File: config.mk
export PLATFORM = sky130hd
export DESIGN_NAME = lfsr_param
export DESIGN_NICKNAME = d
export VERILOG_FILES = /design/src/rtl/lfsr_param.sv
export SDC_FILE = /design/constraint.sdc
export NUM_CORES = 1
export LEC_CHECK = 0
export ABC_AREA = 1
export CORE_ASPECT_RATIO = 0.7
export CORE_MARGIN = 5
export CORE_UTILIZATION = 49
export DETAILED_ROUTE_END_ITERATION = 12
export GPL_TIMING_DRIVEN = 0
export PLACE_DENSITY_LB_ADDON = 0.25
export REMOVE_ABC_BUFFERS = 1
export SETUP_SLACK_MARGIN = 0.3
export SLEW_MARGIN = 20
export SYNTH_ARGS = -nofsm -noshare
export SYNTH_HDL_FRONTEND = slang
export SYNTH_SLANG_ARGS = --single-unit
File: constraint.sdc
create_clock -name clk_i -period 1.75 [get_ports clk_i]
set_clock_uncertainty 0.1 [all_clocks]
set_input_delay 0.175 -clock clk_i [delete_from_list [all_inputs] [get_ports clk_i]]
set_output_delay 0.175 -clock clk_i [all_outputs]
set_load 0.05 [all_outputs]
File: src/rtl/lfsr_param.sv
// Parametrised Galois LFSR with seed loading, step enable and on-line period
// measurement against the state the current sequence started from.
module lfsr_param #(
  parameter int unsigned           WIDTH = 6,
  parameter logic [WIDTH-1:0]      TAPS  = WIDTH'(6'b000100),
  parameter logic [WIDTH-1:0]      SEED  = {WIDTH{1'b1}}
) (
  input  logic             clk_i,
  input  logic             rst_ni,
  input  logic             en_i,
  input  logic             load_i,
  input  logic [WIDTH-1:0] seed_i,
  output logic [WIDTH-1:0] q_o,
  output logic             sout_o,
  output logic [WIDTH-1:0] count_o,
  output logic             wrap_o,
  output logic [WIDTH-1:0] period_o,
  output logic             period_vld_o,
  output logic             seed_err_o
);

  if (WIDTH < 3 || WIDTH > 32) begin : g_bad_width
    $error("lfsr_param: WIDTH must be in 3..32");
  end
  if (SEED == '0) begin : g_bad_seed
    $error("lfsr_param: SEED must be non-zero");
  end

  logic [WIDTH-1:0] q_q, q_d;
  logic [WIDTH-1:0] ref_q, ref_d;
  logic [WIDTH-1:0] count_q, count_d;
  logic [WIDTH-1:0] period_q, period_d;
  logic             period_vld_q, period_vld_d;
  logic             wrap_q, wrap_d;
  logic             seed_err_q, seed_err_d;

  logic             fb;
  logic [WIDTH-1:0] step_mask;
  logic [WIDTH-1:0] step_n;
  logic [WIDTH-1:0] count_inc;

  // Bit 0 of the mask is forced so the feedback bit always lands in stage 0;
  // TAPS[0] is deliberately ignored.
  assign fb        = q_q[WIDTH-1];
  assign step_mask = {TAPS[WIDTH-1:1], 1'b1};
  assign step_n    = {q_q[WIDTH-2:0], 1'b0} ^ ({WIDTH{fb}} & step_mask);
  assign count_inc = count_q + WIDTH'(1);

  always_comb begin
    q_d          = q_q;
    ref_d        = ref_q;
    count_d      = count_q;
    period_d     = period_q;
    period_vld_d = period_vld_q;
    wrap_d       = 1'b0;
    seed_err_d   = 1'b0;
    if (load_i) begin
      count_d      = '0;
      period_vld_d = 1'b0;
      if (seed_i != '0) begin
        q_d   = seed_i;
        ref_d = seed_i;
      end else begin
        // A zero seed would lock the register up; fall back to SEED instead.
        q_d        = SEED;
        ref_d      = SEED;
        seed_err_d = 1'b1;
      end
    end else if (en_i) begin
      q_d = step_n;
      if (step_n == ref_q) begin
        wrap_d       = 1'b1;
        period_d     = count_inc;
        period_vld_d = 1'b1;
        count_d      = '0;
      end else begin
        count_d = count_inc;
      end
    end
  end

  always_ff @(posedge clk_i or negedge rst_ni) begin
    if (!rst_ni) begin
      q_q          <= SEED;
      ref_q        <= SEED;
      count_q      <= '0;
      period_q     <= '0;
      period_vld_q <= 1'b0;
      wrap_q       <= 1'b0;
      seed_err_q   <= 1'b0;
    end else begin
      q_q          <= q_d;
      ref_q        <= ref_d;
      count_q      <= count_d;
      period_q     <= period_d;
      period_vld_q <= period_vld_d;
      wrap_q       <= wrap_d;
      seed_err_q   <= seed_err_d;
    end
  end

  assign q_o          = q_q;
  assign sout_o       = q_q[WIDTH-1];
  assign count_o      = count_q;
  assign wrap_o       = wrap_q;
  assign period_o     = period_q;
  assign period_vld_o = period_vld_q;
  assign seed_err_o   = seed_err_q;

endmodule

==> flow_metrics.env <==
export IMPL_status="complete, no violations"
export IMPL_synthToLayoutAreaGrowth_pct=34.0
export IMPL_die_h_um=54.1
export IMPL_yosysWarnings=0
export IMPL_synth_top_area_frac=0.276
export IMPL_antenna_cells=0
export IMPL_synth_top_family_by_area="simple AND/OR/NAND/NOR gates"
export IMPL_preCtsSetupSlack_ns=-0.130
export IMPL_synth_cell_types=27
export IMPL_drive_gt1_frac=0.348
export IMPL_dpl_cell_area_um2=1690
export IMPL_crit_reg2reg_launch="q_o[5]"
export IMPL_finalSetupTns_ns=0
export IMPL_r2r_cells=8
export IMPL_fin_crit_ns=1.63
export IMPL_endpoint="period_o[1]"
export IMPL_clock_latency_ns=0.28
export IMPL_cts_path_max_buffers=2
export IMPL_stdcell_count=234
export IMPL_avgSynthCellArea_um2=8.55
export IMPL_start_util=0.499
export IMPL_seq_area_frac_synth=0.508
export IMPL_synth_compound_area_frac=0.0792
export IMPL_cts_root_buf="clkbuf_8"
export IMPL_crit_path_start_kind="flip-flop"
export IMPL_clkSinkCount=27
export IMPL_grt_pass1_vias=1213
export IMPL_yosysMostFrequentCell="nand2_1"
export IMPL_end_kind="flip-flop"
export IMPL_syn_cell_area_um2=1360
export IMPL_synth_largest_area_cell="dfrtp_1"
export IMPL_h_tree_depth=1
export IMPL_track_usage=0.188
export IMPL_final_nets=210
export IMPL_die_area_um2=3940
export IMPL_synth_async_reset_ratio=1.00
export IMPL_synthMuxAreaShare=0
export IMPL_gp_congestion=0.832
export IMPL_finalCritPeriodShare=0.933
export IMPL_hold_viol=0
export IMPL_vias=1234
export IMPL_syn_inst=159
export IMPL_avgViaCountPerCell=5.27
export IMPL_routed_wl_um=3450
export IMPL_cts_buffers=3
export IMPL_ys_flop_type="dfrtp_1"
export IMPL_grt_max_degree=28
export IMPL_hold_path_class="input port to async pin"
export IMPL_io_buffers=31
export IMPL_clk_pin_slew_ns=0.09
export IMPL_powerDensity_nw_per_um2=834
export IMPL_core_area_um2=2720
export IMPL_drv_cap=0
export IMPL_cts_tree="built"
export IMPL_finalWorstSetupSlack_ns=0.117
export IMPL_peakVddDrop_mv=0.623
export IMPL_num_rows=16
export IMPL_synth_area_top_cells="dfrtp_1 (28%), dfstp_2 (23%), nand2_1 (15%)"
export IMPL_ant_nets=0
export IMPL_drtPass1Iterations=4
export IMPL_required_ns=1.83
export IMPL_synth_xor_area_frac=0.0193
export IMPL_wl_per_cell_um=14.8
export IMPL_synth_edf_count=0
export IMPL_gr_total_overflow=0
export IMPL_crit_type="flip-flop to flip-flop"
export IMPL_finalInstanceArea_um2=1820
export IMPL_post_route_drc_count=0
export IMPL_grt_first_pass_wirelength_um=5580
export IMPL_synth_common_cells="nand2_1 (56), inv_1 (17), dfrtp_1 (15)"
export IMPL_cellLeakagePower_nw=0.894
export IMPL_drt_iter0_drc=96
export IMPL_clock_fmax_mhz=612
export IMPL_rr_endpoint="period_o[1]"
export IMPL_ys_seq_elements=27
export IMPL_relSlewSlack=0.611
export IMPL_die_w_um=72.9
export IMPL_antenna_found_initial=0
export IMPL_rsz0062_at_grt="true"
export IMPL_cp_arrival_ns=1.71
export IMPL_dp_final_hpwl_um=2360
export IMPL_final_core_utilization=0.669
export IMPL_finalSetupViolCount=0
export IMPL_synth_simple_gate_area_frac=0.317
export IMPL_r2r_slack_ns=0.12
export IMPL_synthAdderAreaFrac=0.00921
export IMPL_critPathLaunch="q_o[5]"
export IMPL_critPathMaxFanout=8
export IMPL_drv_slew=0
export IMPL_tightest_slew_ns=0.584
export IMPL_placed_cells_incl_taps=223
export IMPL_io_pins=32
## critical path, cell delays in order (launching register included)
cell and delay [ns]:
dfstp_2 0.59, buf_6 0.13, inv_6 0.04, nand2_2 0.04
nand3b_1 0.13, nand2_4 0.14, nand4_4 0.19, nand2_2 0.13
nand2_2 0.05
## stage by stage
step,hold slack (ns),power [W]
after floorplan,-0.221,0.000995
after global placement,0.357,0.00113
after detailed placement,0.105,0.00114
after CTS,0.343,0.00149
after global routing,0.404,0.00159
final,0.329,0.00152
## placed cells by master, fill, tap and decap left out, types with 3 or more instances in the layout
cell	synthesis	final
dfstp_2	12	12
inv_2	3	3
nand3_2	2	7
buf_4	1	3
nand2_2	1	10
buf_2	1	8
clkdlybuf4s15_1	0	4
clkdlybuf4s50_1	0	7
clkbuf_2	0	5
nand2_1	56	47
inv_1	17	16
o221ai_1	5	5
nand3_1	10	4
clkdlybuf4s15_2	0	4
nor2_1	4	3
o21ai_0	9	9
clkbuf_8	0	3
dfrtp_1	15	15
nor2_4	3	3
buf_6	0	3
nand4_1	6	6
## power breakdown
part,leakage [nW],switching [W],internal [W],total (W)
Combinational,0.535,0.000305,0.000134,0.000439
Clock,0.0255,0.000191,0.000160,0.000351
Sequential,0.333,0.0000391,0.000688,0.000727
## registers in the layout, indices dropped and copies added, names as in the netlist
| name | count |
|---|---|
| count_o | 6 |
| period_o | 6 |
| period_vld_o | 1 |
| q_o | 6 |
| ref_q | 6 |
| seed_err_o | 1 |
| wrap_o | 1 |
## what timing repair did
| item | CTS | global route |
|---|---|---|
| endpoints found under the setup margin | 41 | 27 |
| buffers inserted | 3 | 3 |
| hold buffers | 1 | 0 |
| hold endpoints to repair | 15 | 0 |
| resized for setup | 68 | 36 |
| pin swaps | 2 | 8 |
## kinds of logic after synthesis
| group | count (synthesis) |
|---|---|
| compound gates | 17 |
| flops | 27 |
| xor+xnor | 3 |
| buf+inv | 23 |
| fa+ha+maj | 1 |
| simple gates | 88 |
## area by class of cell
class                      instances  area [um2]
multi-input combinational        109         639
inverter                          20        80.1
clock inverter                     1        5.00
sequential                        27         691
clock buffer                       3        41.3
fill                             214         902
timing repair buffer              38         319
tap                               36        45.0
## worst min-delay path by stage
stage | endpoint | slack, ns | depth (start not counted)
after floorplan | count_o[0] | -0.22 | 0
final | count_o[2] | 0.33 | 2
after CTS | period_o[5] | 0.34 | 2
after global placement | period_o[5] | 0.36 | 2
after global routing | count_o[2] | 0.40 | 2
after detailed placement | period_vld_o | 0.10 | 1
## layer usage
metal	wire length, um	up-vias	global-route usage
li1	-	597	-
met1	1480	588	0.245
met2	1700	45	0.314
met3	251	4	0.0522
met4	22	0	0.0460
met5	0	-	0
Note: power is estimated with default switching activity, not from simulation.
